### config.mk
export PLATFORM = sky130hd
export DESIGN_NAME = vga_capture
export DESIGN_NICKNAME = d
export VERILOG_FILES = /design/src/rtl/vga_capture.sv
export SDC_FILE = /design/constraint.sdc
export NUM_CORES = 1
export LEC_CHECK = 0
export BUFFER_PORTS_ARGS = -buffer_cell sky130_fd_sc_hd__buf_2
export CAP_MARGIN = 0
export CORE_ASPECT_RATIO = 1.4
export CORE_MARGIN = 4
export CORE_UTILIZATION = 50
export DETAILED_ROUTE_END_ITERATION = 10
export GPL_ROUTABILITY_DRIVEN = 1
export GPL_TIMING_DRIVEN = 0
export PLACE_DENSITY = 0.74
export REMOVE_ABC_BUFFERS = 1
export SLEW_MARGIN = 15
export SYNTH_ARGS = -nofsm -noshare
export SYNTH_HDL_FRONTEND = slang
export SYNTH_SLANG_ARGS = --single-unit
### constraint.sdc
create_clock -name clk -period 7.6 [get_ports clk]
set_clock_uncertainty 0.05 [all_clocks]
set_input_delay 0.38 -clock clk [delete_from_list [all_inputs] [get_ports clk]]
set_output_delay 0.38 -clock clk [all_outputs]
set_load 0.03 [all_outputs]
### src/rtl/vga_capture.sv
// VGA pixel-stream receiver: recovers coordinates, checks frame geometry, writes
// active pixels to a frame store. Define VGA_CAPTURE_GRAY_EN to store luma instead of red.
module vga_capture #(
  parameter int HACTIVE = 640,
  parameter int VACTIVE = 480,
  parameter int AW      = 19
) (
  input  logic          clk,
  input  logic          reset,
  input  logic          vga_clk_in,
  input  logic          vga_hs,
  input  logic          vga_vs,
  input  logic          vga_blank_n,
  input  logic [7:0]    vga_r,
  input  logic [7:0]    vga_g,
  input  logic [7:0]    vga_b,
  input  logic          chipselect,
  input  logic          read,
  input  logic [2:0]    address,
  output logic [7:0]    readdata,
  output logic [AW-1:0] address_write,
  output logic [7:0]    data_in,
  output logic          write_ena,
  output logic          locked
);

  typedef enum logic [1:0] {SEARCH = 2'd0, ALIGN = 2'd1, LOCKED = 2'd2} state_t;

  localparam logic [9:0]    H_L  = 10'(HACTIVE);
  localparam logic [9:0]    V_L  = 10'(VACTIVE);
  localparam logic [AW-1:0] H_AW = AW'(HACTIVE);

  logic          s1_clk_q, s1_vs_q, s1_blank_q;
  logic [7:0]    s1_r_q;
  logic          s2_clk_q, s2_vs_q, s2_blank_q;
  logic [9:0]    x_q, y_q, last_len_q, last_lines_q;
  logic [7:0]    frame_cnt_q, err_cnt_q, rdata_q, data_q;
  logic          bad_q, locked_q, we_q;
  logic [AW-1:0] addr_q;
  state_t        state_q;

  logic          pix, vsf, eol, line_bad, frame_good, wr_ok;
  logic [7:0]    pix_data, reg_d;
  logic          unused_hs;

  assign unused_hs = vga_hs;

`ifdef VGA_CAPTURE_GRAY_EN
  logic [7:0] s1_g_q, s1_b_q;
  logic [9:0] gray_sum;
  assign gray_sum = {2'b00, s1_r_q} + {1'b0, s1_g_q, 1'b0} + {2'b00, s1_b_q};
  assign pix_data = gray_sum[9:2];
`else
  logic [15:0] unused_gb;
  assign unused_gb = {vga_g, vga_b};
  assign pix_data  = s1_r_q;
`endif

  // Events are only meaningful on the pixel-clock rising edge seen through S1/S2.
  assign pix        = s1_clk_q & ~s2_clk_q;
  assign vsf        = pix & s2_vs_q & ~s1_vs_q;
  assign eol        = pix & s2_blank_q & ~s1_blank_q;
  assign line_bad   = eol & (x_q != H_L);
  assign frame_good = (y_q == V_L) & ~bad_q & ~line_bad;
  assign wr_ok      = (state_q == LOCKED) & pix & s1_blank_q & (x_q < H_L) & (y_q < V_L);

  // NOTE: every variable assigned in always_comb gets a default first, so no latch is inferred.
  always_comb begin
    reg_d = 8'h00;
    case (address)
      3'd0: reg_d = {5'b0, state_q, locked_q};
      3'd1: reg_d = frame_cnt_q;
      3'd2: reg_d = err_cnt_q;
      3'd3: reg_d = {6'b0, last_len_q[9:8]};
      3'd4: reg_d = last_len_q[7:0];
      3'd5: reg_d = {6'b0, last_lines_q[9:8]};
      3'd6: reg_d = last_lines_q[7:0];
      default: reg_d = 8'h00;
    endcase
  end

  // NOTE: reset is synchronous (sampled only on clk), and all state uses non-blocking assignment.
  always_ff @(posedge clk) begin
    if (!reset) begin
      s1_clk_q <= 1'b0; s1_vs_q <= 1'b0; s1_blank_q <= 1'b0; s1_r_q <= 8'h00;
      s2_clk_q <= 1'b0; s2_vs_q <= 1'b0; s2_blank_q <= 1'b0;
`ifdef VGA_CAPTURE_GRAY_EN
      s1_g_q <= 8'h00; s1_b_q <= 8'h00;
`endif
      x_q <= '0; y_q <= '0; last_len_q <= '0; last_lines_q <= '0;
      frame_cnt_q <= '0; err_cnt_q <= '0; bad_q <= 1'b0;
      state_q <= SEARCH; locked_q <= 1'b0;
      we_q <= 1'b0; addr_q <= '0; data_q <= '0; rdata_q <= '0;
    end else begin
      s1_clk_q   <= vga_clk_in;
      s1_vs_q    <= vga_vs;
      s1_blank_q <= vga_blank_n;
      s1_r_q     <= vga_r;
`ifdef VGA_CAPTURE_GRAY_EN
      s1_g_q     <= vga_g;
      s1_b_q     <= vga_b;
`endif
      s2_clk_q   <= s1_clk_q;
      s2_vs_q    <= s1_vs_q;
      s2_blank_q <= s1_blank_q;

      we_q <= wr_ok;
      if (wr_ok) begin
        addr_q <= AW'(y_q) * H_AW + AW'(x_q);
        data_q <= pix_data;
      end

      if (pix) begin
        if (eol) begin
          last_len_q <= x_q;
          x_q        <= '0;
          y_q        <= y_q + 10'd1;
        end else if (s1_blank_q) begin
          x_q <= x_q + 10'd1;
        end
        if (vsf) begin
          last_lines_q <= y_q;
          y_q          <= '0;
          frame_cnt_q  <= frame_cnt_q + 8'd1;
          bad_q        <= 1'b0;
        end else if (line_bad) begin
          bad_q <= 1'b1;
        end
      end

      case (state_q)
        SEARCH: if (vsf) state_q <= ALIGN;
        ALIGN: if (vsf && frame_good) begin
          state_q  <= LOCKED;
          locked_q <= 1'b1;
        end
        LOCKED: if (line_bad || (vsf && !frame_good)) begin
          // A bad line coinciding with vsf is still a single error.
          state_q  <= SEARCH;
          locked_q <= 1'b0;
          if (err_cnt_q != 8'hFF) err_cnt_q <= err_cnt_q + 8'd1;
        end
        default: begin
          state_q  <= SEARCH;
          locked_q <= 1'b0;
        end
      endcase

      if (chipselect && read) rdata_q <= reg_d;
    end
  end

  assign readdata      = rdata_q;
  assign address_write = addr_q;
  assign data_in       = data_q;
  assign write_ena     = we_q;
  assign locked        = locked_q;

endmodule
==> flow_metrics.env <==
export IMPL_setup_viol_count_final=0
export IMPL_port_buffers=54
export IMPL_p_leak_uw=0.00227
export IMPL_cts_buffers=9
export IMPL_status="completed"
export IMPL_synthFlopType="dfxtp_1"
export IMPL_viasPerCell=5.46
export IMPL_clk_latency_ns=0.35
export IMPL_syn_avg_cell_area_sq_um=9.07
export IMPL_hold_viol=0
export IMPL_hp_class="input port to register"
export IMPL_synth_edf_count=0
export IMPL_initialDrtViolationCount=209
export IMPL_p_per_area_nw_per_um2=194
export IMPL_crit_arrival_ns=3.24
export IMPL_antenna_found_initial=0
export IMPL_final_cell_mix="dfxtp_1, nand2_1, nor2_1"
export IMPL_grt_max_degree=74
export IMPL_yosysSeqAreaShare_pct=42.3
export IMPL_timing_hold_ws_ns=0.185
export IMPL_postCtsHoldBufs=0
export IMPL_setup_tns_ns=0
export IMPL_cp_end_kind="register"
export IMPL_tritoncts="yes"
export IMPL_antenna_cells=0
export IMPL_wl_per_cell_um=14.3
export IMPL_cts_root_buffer="clkbuf_16"
export IMPL_crit_slowest_cell="dfxtp_1"
export IMPL_postRouteAntennaNets=0
export IMPL_async_flop_share_pct=0
export IMPL_synth_seq_cells=110
export IMPL_netlist_area_sq_um=5200
export IMPL_required_ns=7.79
export IMPL_worstSetupStartpoint="y_q[3]$_SDFFE_PN0P_"
export IMPL_critPathBufInv=0
export IMPL_fp_row_count=43
export IMPL_gr_total_overflow=0
export IMPL_max_stage_delay_ns=0.50
export IMPL_post_route_period_util_pct=40.0
export IMPL_dieArea_sq_um=12100
export IMPL_globalplace_congestion=0.850
export IMPL_initial_core_util_pct=51.7
export IMPL_cts_resized=0
export IMPL_grt_pass1_vias=4206
export IMPL_boundaryPins=72
export IMPL_yosys_warnings=0
export IMPL_clockBufferDepth=2
export IMPL_critical_path_top_delay_family="compound AO/OA/AOI/OAI gates"
export IMPL_drc=0
export IMPL_nets=678
export IMPL_period_needed_ns=3.04
export IMPL_final_common_cell="dfxtp_1"
export IMPL_place_inst=740
export IMPL_fmax_mhz=329
export IMPL_dr_total_vias=4131
export IMPL_stdcell_area_sq_um=5880
export IMPL_drive_gt1_share_pct=15.6
export IMPL_crit_fanout=8
export IMPL_placed_area_sq_um=5540
export IMPL_fp_dieH_um=129
export IMPL_syn_to_final_growth_pct=13.0
export IMPL_htree_num_levels=3
export IMPL_postCtsSetupBuffers=0
export IMPL_slew_limit_headroom_pct=36.3
export IMPL_first_pass_iters=5
export IMPL_cts_sinks=110
export IMPL_rsz0062_at_grt="false"
export IMPL_synth_cell_types=58
export IMPL_ir_drop_v=0.000147
export IMPL_min_from="vga_r[6]"
export IMPL_hpwl_mm=7.66
export IMPL_path_clk_slew_ns=0.07
export IMPL_worst_pin_slew_ns=0.956
export IMPL_dieWidth_um=94.2
export IMPL_finalWirelength_mm=10.8
export IMPL_instances_no_fill=756
export IMPL_worst_setup_path_start_kind="register"
export IMPL_fp_coreArea_sq_um=10100
export IMPL_worstPathCellList="ha_1 > ha_1 > fa_1 > a211oi_1 > o21ai_0 > a221oi_2 > nand4_1 > xnor2_1 > a211oi_1"
export IMPL_grt_total_usage_pct=19.1
export IMPL_synth_cells=574
export IMPL_critPathKind="register to register"
export IMPL_grt_pass1_wl_mm=18.8
export IMPL_reg2reg_from="y_q[3]$_SDFFE_PN0P_"
export IMPL_max_cap_violations=0
export IMPL_drv_slew=0
==> stage by stage <==
step | total power (uW) | utilization (%) | setup WS [ns]
floorplan | 617 | - | 4.90
global placement | 631 | 54.9 | 4.61
detailed placement | 632 | 55.1 | 4.63
CTS | 1150 | 58.5 | 4.59
global route | 1180 | 58.5 | 4.28
finish | 1140 | 58.5 | 4.56
==> state kept, by name, summed over array words and instances, names as in the netlist, 2 cells and up <==
name	cells
address_write	19
last_lines_q	10
y_q	10
last_len_q	10
x_q	10
readdata	8
err_cnt_q	8
data_in	8
frame_cnt_q	8
pix_data	8
state_q	2
==> power breakdown <==
group / leakage, uW / switching, uW / internal, uW
Combinational: 0.00122 / 22.3 / 11.4
Clock: 0.000166 / 221 / 303
Sequential: 0.000890 / 3.70 / 581
Total: 0.00227 / 247 / 896
==> final timing paths <==
check	depth (start not counted)	slack, ns	to
hold reg to reg	2	0.42	readdata[1]$_SDFFE_PN0P_
setup / recovery	9	4.56	address_write[17]$_SDFFE_PN0P_
hold / removal	2	0.18	pix_data[6]$_SDFF_PN0_
setup reg to reg	9	4.56	address_write[17]$_SDFFE_PN0P_
==> layer usage <==
metal  GRT usage [%]  wire, um
met3            4.68       542
met2            32.9      5300
met5               0         0
met4            8.93       308
met1            22.0      4660
==> cell families after synthesis <==
family	synth area share, %
flops	42.3
simple gates	22.1
xor+xnor	6.23
fa+ha+maj	6.78
compound gates	12.8
mux	6.64
buf+inv	3.10
==> worst register-to-register path: cells and delay by family, from the launching register on <==
kind	cells	cell delay, ns
compound gates	4	1.09
simple gates	1	0.17
fa+ha+maj	3	0.99
xor+xnor	1	0.16
flops	1	0.50
==> Yosys cell counts, drive strengths merged, types with 4 or more instances <==
| master | instances | share of area [%] |
|---|---|---|
| o21ai | 20 | 1.9 |
| buf | 8 | 1.2 |
| nand2 | 74 | 5.3 |
| dfxtp | 110 | 42 |
| xor2 | 20 | 3.4 |
| and2 | 17 | 2.0 |
| ha | 25 | 6.0 |
| mux2 | 6 | 1.3 |
| and3 | 4 | 0.48 |
| a22oi | 11 | 1.6 |
| nand3 | 12 | 1.2 |
| or3 | 5 | 0.60 |
| a211oi | 8 | 1.2 |
| a21oi | 41 | 4.0 |
| nor2 | 74 | 5.3 |
| nor4 | 5 | 0.60 |
| xnor2 | 17 | 2.9 |
| inv | 11 | 0.79 |
| clkbuf | 16 | 1.2 |
| o2111ai | 4 | 0.67 |
| nor3 | 10 | 1.2 |
| mux2i | 21 | 4.0 |
| nand4 | 10 | 1.3 |
==> final cells by class <==
| cell class | count | area, sq um |
|---|---|---|
| Clock inverter | 6 | 97.6 |
| Inverter | 11 | 42.5 |
| Timing Repair Buffer | 55 | 290 |
| Tap cell | 135 | 169 |
| Sequential cell | 110 | 2200 |
| Fill cell | 898 | 4180 |
| Clock buffer | 10 | 239 |
| Multi-Input combinational cell | 429 | 2840 |
Power figures use the tool's default switching activity.
